<file path="config.mk">
export PLATFORM = sky130hd
export DESIGN_NAME = frame_loader
export DESIGN_NICKNAME = d
export VERILOG_FILES = /design/src/rtl/frame_loader.sv
export SDC_FILE = /design/constraint.sdc
export NUM_CORES = 1
export LEC_CHECK = 0
export ABC_CLOCK_PERIOD_IN_PS = 1760
export CAP_MARGIN = 20
export CELL_PAD_IN_SITES_DETAIL_PLACEMENT = 1
export CELL_PAD_IN_SITES_GLOBAL_PLACEMENT = 1
export CORE_ASPECT_RATIO = 0.5
export CORE_UTILIZATION = 36
export DETAILED_ROUTE_END_ITERATION = 16
export PLACE_DENSITY_LB_ADDON = 0.1
export SLEW_MARGIN = 5
export SYNTH_ARGS = -nofsm -noshare
export SYNTH_HDL_FRONTEND = slang
export SYNTH_SLANG_ARGS = --single-unit
</file>
<file path="constraint.sdc">
create_clock -name clk -period 1.76 [get_ports clk]
set_clock_uncertainty 0.05 [all_clocks]
set_input_delay 0.352 -clock clk [delete_from_list [all_inputs] [get_ports clk]]
set_output_delay 0.352 -clock clk [all_outputs]
set_load 0.02 [all_outputs]
</file>
<file path="src/rtl/frame_loader.sv">
// Frame loader: accepts a pixel stream and writes it into frame RAM.
// Optional double buffering via FRAME_LOADER_DOUBLE_BUF_EN (default: single bank).
module frame_loader #(
  parameter int N = 10,
  parameter int M = 3
) (
  input  logic         clk,
  input  logic         reset,
  input  logic         pix_valid,
  output logic         pix_ready,
  input  logic         pix_sof,
  input  logic [M-1:0] pix_rgb,
  input  logic         scan_frame_start,
  output logic         we,
  output logic [N:0]   adr_out,
  output logic [M-1:0] din_out,
  output logic         disp_bank,
  output logic         frame_done,
  output logic         sof_err
);

  typedef enum logic [1:0] {IDLE, LOAD, WAIT_SWAP} state_t;

  state_t       state_q;
  logic [N-1:0] count_q;
  logic         hs;
  logic         wr_bank;
  logic [N-1:0] wr_idx;

  assign pix_ready = (state_q != WAIT_SWAP);
  assign hs        = pix_valid && pix_ready;
  assign wr_idx    = pix_sof ? '0 : count_q;

`ifdef FRAME_LOADER_DOUBLE_BUF_EN
  // Always write the bank the scan engine is not reading.
  assign wr_bank = ~disp_bank;
`else
  assign wr_bank = 1'b0;
`endif

  always_ff @(posedge clk) begin
    if (reset) begin
      state_q    <= IDLE;
      count_q    <= '0;
      we         <= 1'b0;
      adr_out    <= '0;
      din_out    <= '0;
      disp_bank  <= 1'b0;
      frame_done <= 1'b0;
      sof_err    <= 1'b0;
    end else begin
      we         <= 1'b0;
      frame_done <= 1'b0;
      case (state_q)
        IDLE: begin
          if (hs) begin
            if (pix_sof) begin
              we      <= 1'b1;
              adr_out <= {wr_bank, wr_idx};
              din_out <= pix_rgb;
              count_q <= {{(N-1){1'b0}}, 1'b1};
              state_q <= LOAD;
            end else begin
              sof_err <= 1'b1;
            end
          end
        end
        LOAD: begin
          if (hs) begin
            we      <= 1'b1;
            adr_out <= {wr_bank, wr_idx};
            din_out <= pix_rgb;
            if (pix_sof) begin
              count_q <= {{(N-1){1'b0}}, 1'b1};
            end else begin
              // Wraps to zero on the last pixel of the frame.
              count_q <= count_q + 1'b1;
              if (count_q == '1) begin
                frame_done <= 1'b1;
`ifdef FRAME_LOADER_DOUBLE_BUF_EN
                state_q    <= WAIT_SWAP;
`else
                state_q    <= IDLE;
`endif
              end
            end
          end
        end
        WAIT_SWAP: begin
`ifdef FRAME_LOADER_DOUBLE_BUF_EN
          if (scan_frame_start) begin
            disp_bank <= ~disp_bank;
            state_q   <= IDLE;
          end
`else
          state_q <= IDLE;
`endif
        end
        default: state_q <= IDLE;
      endcase
    end
  end

endmodule

</file>
==> qor.txt <==
status -> finished, final reports clean
critical path's top delay family -> buffers and inverters
CP Capture Type -> output port
Post-Synth Adder-Cell Area -> 1.06%
grt ovf -> 0
Layout area overhead -> 32.6%
CP cell instances -> clkdlybuf4s50_1
# fillers -> 371
reg2reg path depth -> 3
worst skew pair latency -> 0.28 ns
CTS Buf Count -> 3
hold path startpoint -> din_out[1]
worst vdd ir -> 422 uV
die height -> 42.4 um
Max FO, Critical Path -> 2
Hold Path Cell Cnt -> 2
WP data arrival -> 1.28 ns
FF-to-FF End -> count_q[9]
Synth Area in Simple Gates -> 22.3%
CP Class -> register to output port
htree depth -> 1
Async SR Flop Fraction -> 0%
post_cts resized -> 0
fin crit period -> 1.69 ns
Pleak -> 0.566 nW
Residual DRC -> 0
via count -> 1097
total power -> 0.00113 W
routability cong. -> 0.777
crit start category -> register
vias per inst -> 5.40
Reg2Reg Setup Slack -> 0.28 ns
CTS Root Cell -> clkbuf_8
Placed Area -> 1510 sq um
Global Route Usage Sum -> 18.4%
Post-Synth XOR/XNOR Area -> 0%
vias in the first global route -> 1038
post-synthesis compound-gate area fraction -> 21.5%
DP HPWL -> 2220 um
FF+latch count, synth -> 27
die width -> 82.9 um
most common flop cell mapped by yosys -> dfxtp_1
synthesized area -> 1180 sq um
mux share of post-synthesis cell area -> 0%
EDFF count, synth -> 0
Reg clk slew, reported paths -> 0.10 ns
Post-DRT Antenna Nets -> 0
largest net degree at the start of global routing -> 17
crit-path max cell delay -> 0.63 ns
antenna violations before repair -> 0
Min-Delay Endpoint -> din_out[1]
Hold-fix buffers, CTS -> 0
DRT iter0 DRCs -> 40
crit path max-delay cell type -> clkdlybuf4s50_1
Warnings, synthesis -> 0
count of cell types in the netlist -> 31
core area -> 3050 sq um
Pre-antenna DRT Iters -> 4
I/O pin cnt -> 27
IO buf count -> 22
layout cell share with drive strength beyond 1 -> 15.3%
Final setup violation count -> 0
Post CTS Setup Buffer Count -> 0
Reg2Reg Launch Point -> count_q[5]
CTS tree -> built
row count -> 14
Hold Crit Class -> register to register
Avg Cell Area, Syn -> 8.99 sq um
final worst path period share -> 95.8%
Nets -> 173
full die area -> 3520 sq um
antenna cells -> 0
final WL -> 3060 um
drt wl/cell -> 15.1 um
Seq/Total Area, Yosys -> 45.9%
Starting Density -> 38.6%
final hold violations -> 0
first-pass GRT wire length -> 5000 um
max_cap viols -> 0
Max Root-Sink Buffers -> 2
pwr dens -> 726 nW/um^2
final max-slew violation count -> 0
Max Clock Freq -> 593 MHz
RSZ-0062 raised after global routing -> false
worst path bufs/invs -> 1
Final Cell Area -> 1560 sq um
Post-Syn Instances -> 131
largest family of logic cells by synthesized area -> simple AND/OR/NAND/NOR gates
WP data required -> 1.36 ns
clock sinks -> 27
-- cell families after synthesis --
| group | Yosys count |
|---|---|
| AND/OR/NAND/NOR | 48 |
| AO/OA/AOI/OAI | 37 |
| flip-flops | 27 |
| buffers and inverters | 16 |
| other | 2 |
| adder cells (fa/ha/maj) | 1 |
-- layer usage --
| metal | global-route usage, % | up-vias | part of all wire (%) |
|---|---|---|---|
| met5 | 0 | - | 0 |
| met4 | 4.83 | 0 | 0.26 |
| met3 | 5.51 | 2 | 5.3 |
| met2 | 27.2 | 39 | 42 |
| met1 | 26.2 | 523 | 53 |
| li1 | - | 533 | - |
-- area by class of cell --
type                            instances  area [sq um]  area share [%]
Clock inverter                          1          7.51           0.481
Tap cell                               40          50.0            3.21
Inverter                                2          7.51           0.481
Timing Repair Buffer                   41           375            24.0
Multi-Input combinational cell         89           539            34.5
Clock buffer                            3          41.3            2.64
Sequential cell                        27           541            34.6
-- sequential cells by signal, summed over array words and instances, names as in the netlist --
name / count
frame_done: 1
adr_out: 10
sof_err: 1
count_q: 10
state_q: 1
we: 1
din_out: 3
-- Yosys cell counts, drive strengths merged, types with 4 or more instances --
| library cell | number | share of area, % |
|---|---|---|
| nand3 | 6 | 2.6 |
| buf | 9 | 5.1 |
| a31oi | 8 | 4.3 |
| a21oi | 5 | 2.1 |
| nand2 | 13 | 4.1 |
| o211ai | 5 | 3.2 |
| a22oi | 11 | 7.0 |
| nor2 | 16 | 5.1 |
| dfxtp | 27 | 46 |
| or4 | 5 | 3.2 |
| clkbuf | 4 | 2.1 |
-- worst reg2reg max path, stage by stage, from the launching register on --
cell,delay [ns]
dfxtp_1,0.47
nand4_4,0.19
or4_1,0.55
a31oi_1,0.16
-- how the worst max path moves through the flow --
stage / start / to / slack (ns) / cells after the start
after floorplan: count_q[0] / count_q[6] / 0.27 / 4
after global placement: pix_sof / count_q[9] / -0.08 / 4
after detailed placement: pix_sof / count_q[9] / -0.11 / 4
after CTS: adr_out[3] / adr_out[3] / 0.06 / 1
after global routing: adr_out[3] / adr_out[3] / 0.04 / 1
final: adr_out[3] / adr_out[3] / 0.07 / 1
-- per-stage QoR --
step / hold WS, ns / setup TNS (ns) / utilization (%) / cells / setup slack [ns]
2_1_floorplan: 0.438 / 0 / - / 132 / 0.272
3_3_place_gp: 0.391 / -0.519 / 49.6 / 199 / -0.0768
3_5_place_dp: 0.402 / -0.733 / 49.6 / 199 / -0.107
4_1_cts: 0.416 / 0 / 51.2 / 203 / 0.0636
5_1_grt: 0.445 / 0 / 51.2 / 203 / 0.0439
6_report: 0.413 / 0 / 51.2 / 203 / 0.0734
-- where the power goes --
part	switching, W	leakage (nW)	total (W)	internal (W)
clock	0.000214	0.0217	0.000375	0.000161
combinational	0.0000682	0.325	0.000128	0.0000598
sequential	0.00000825	0.219	0.000630	0.000622
total	0.000290	0.566	0.00113	0.000843
-- layout by cell type (no fill, tap or decap), types with 2 or more instances in the layout --
cell             count
conb_1               3
or4_1                5
a211oi_1             2
nor2_1              16
o211ai_1             5
a22oi_1             11
dfxtp_1             27
nand2_1             13
a21oi_1              5
clkdlybuf4s50_1     22
a31oi_1              8
inv_1                2
buf_4               18
clkbuf_8             3
nand3_1              6
Power figures use the tool's default switching activity.
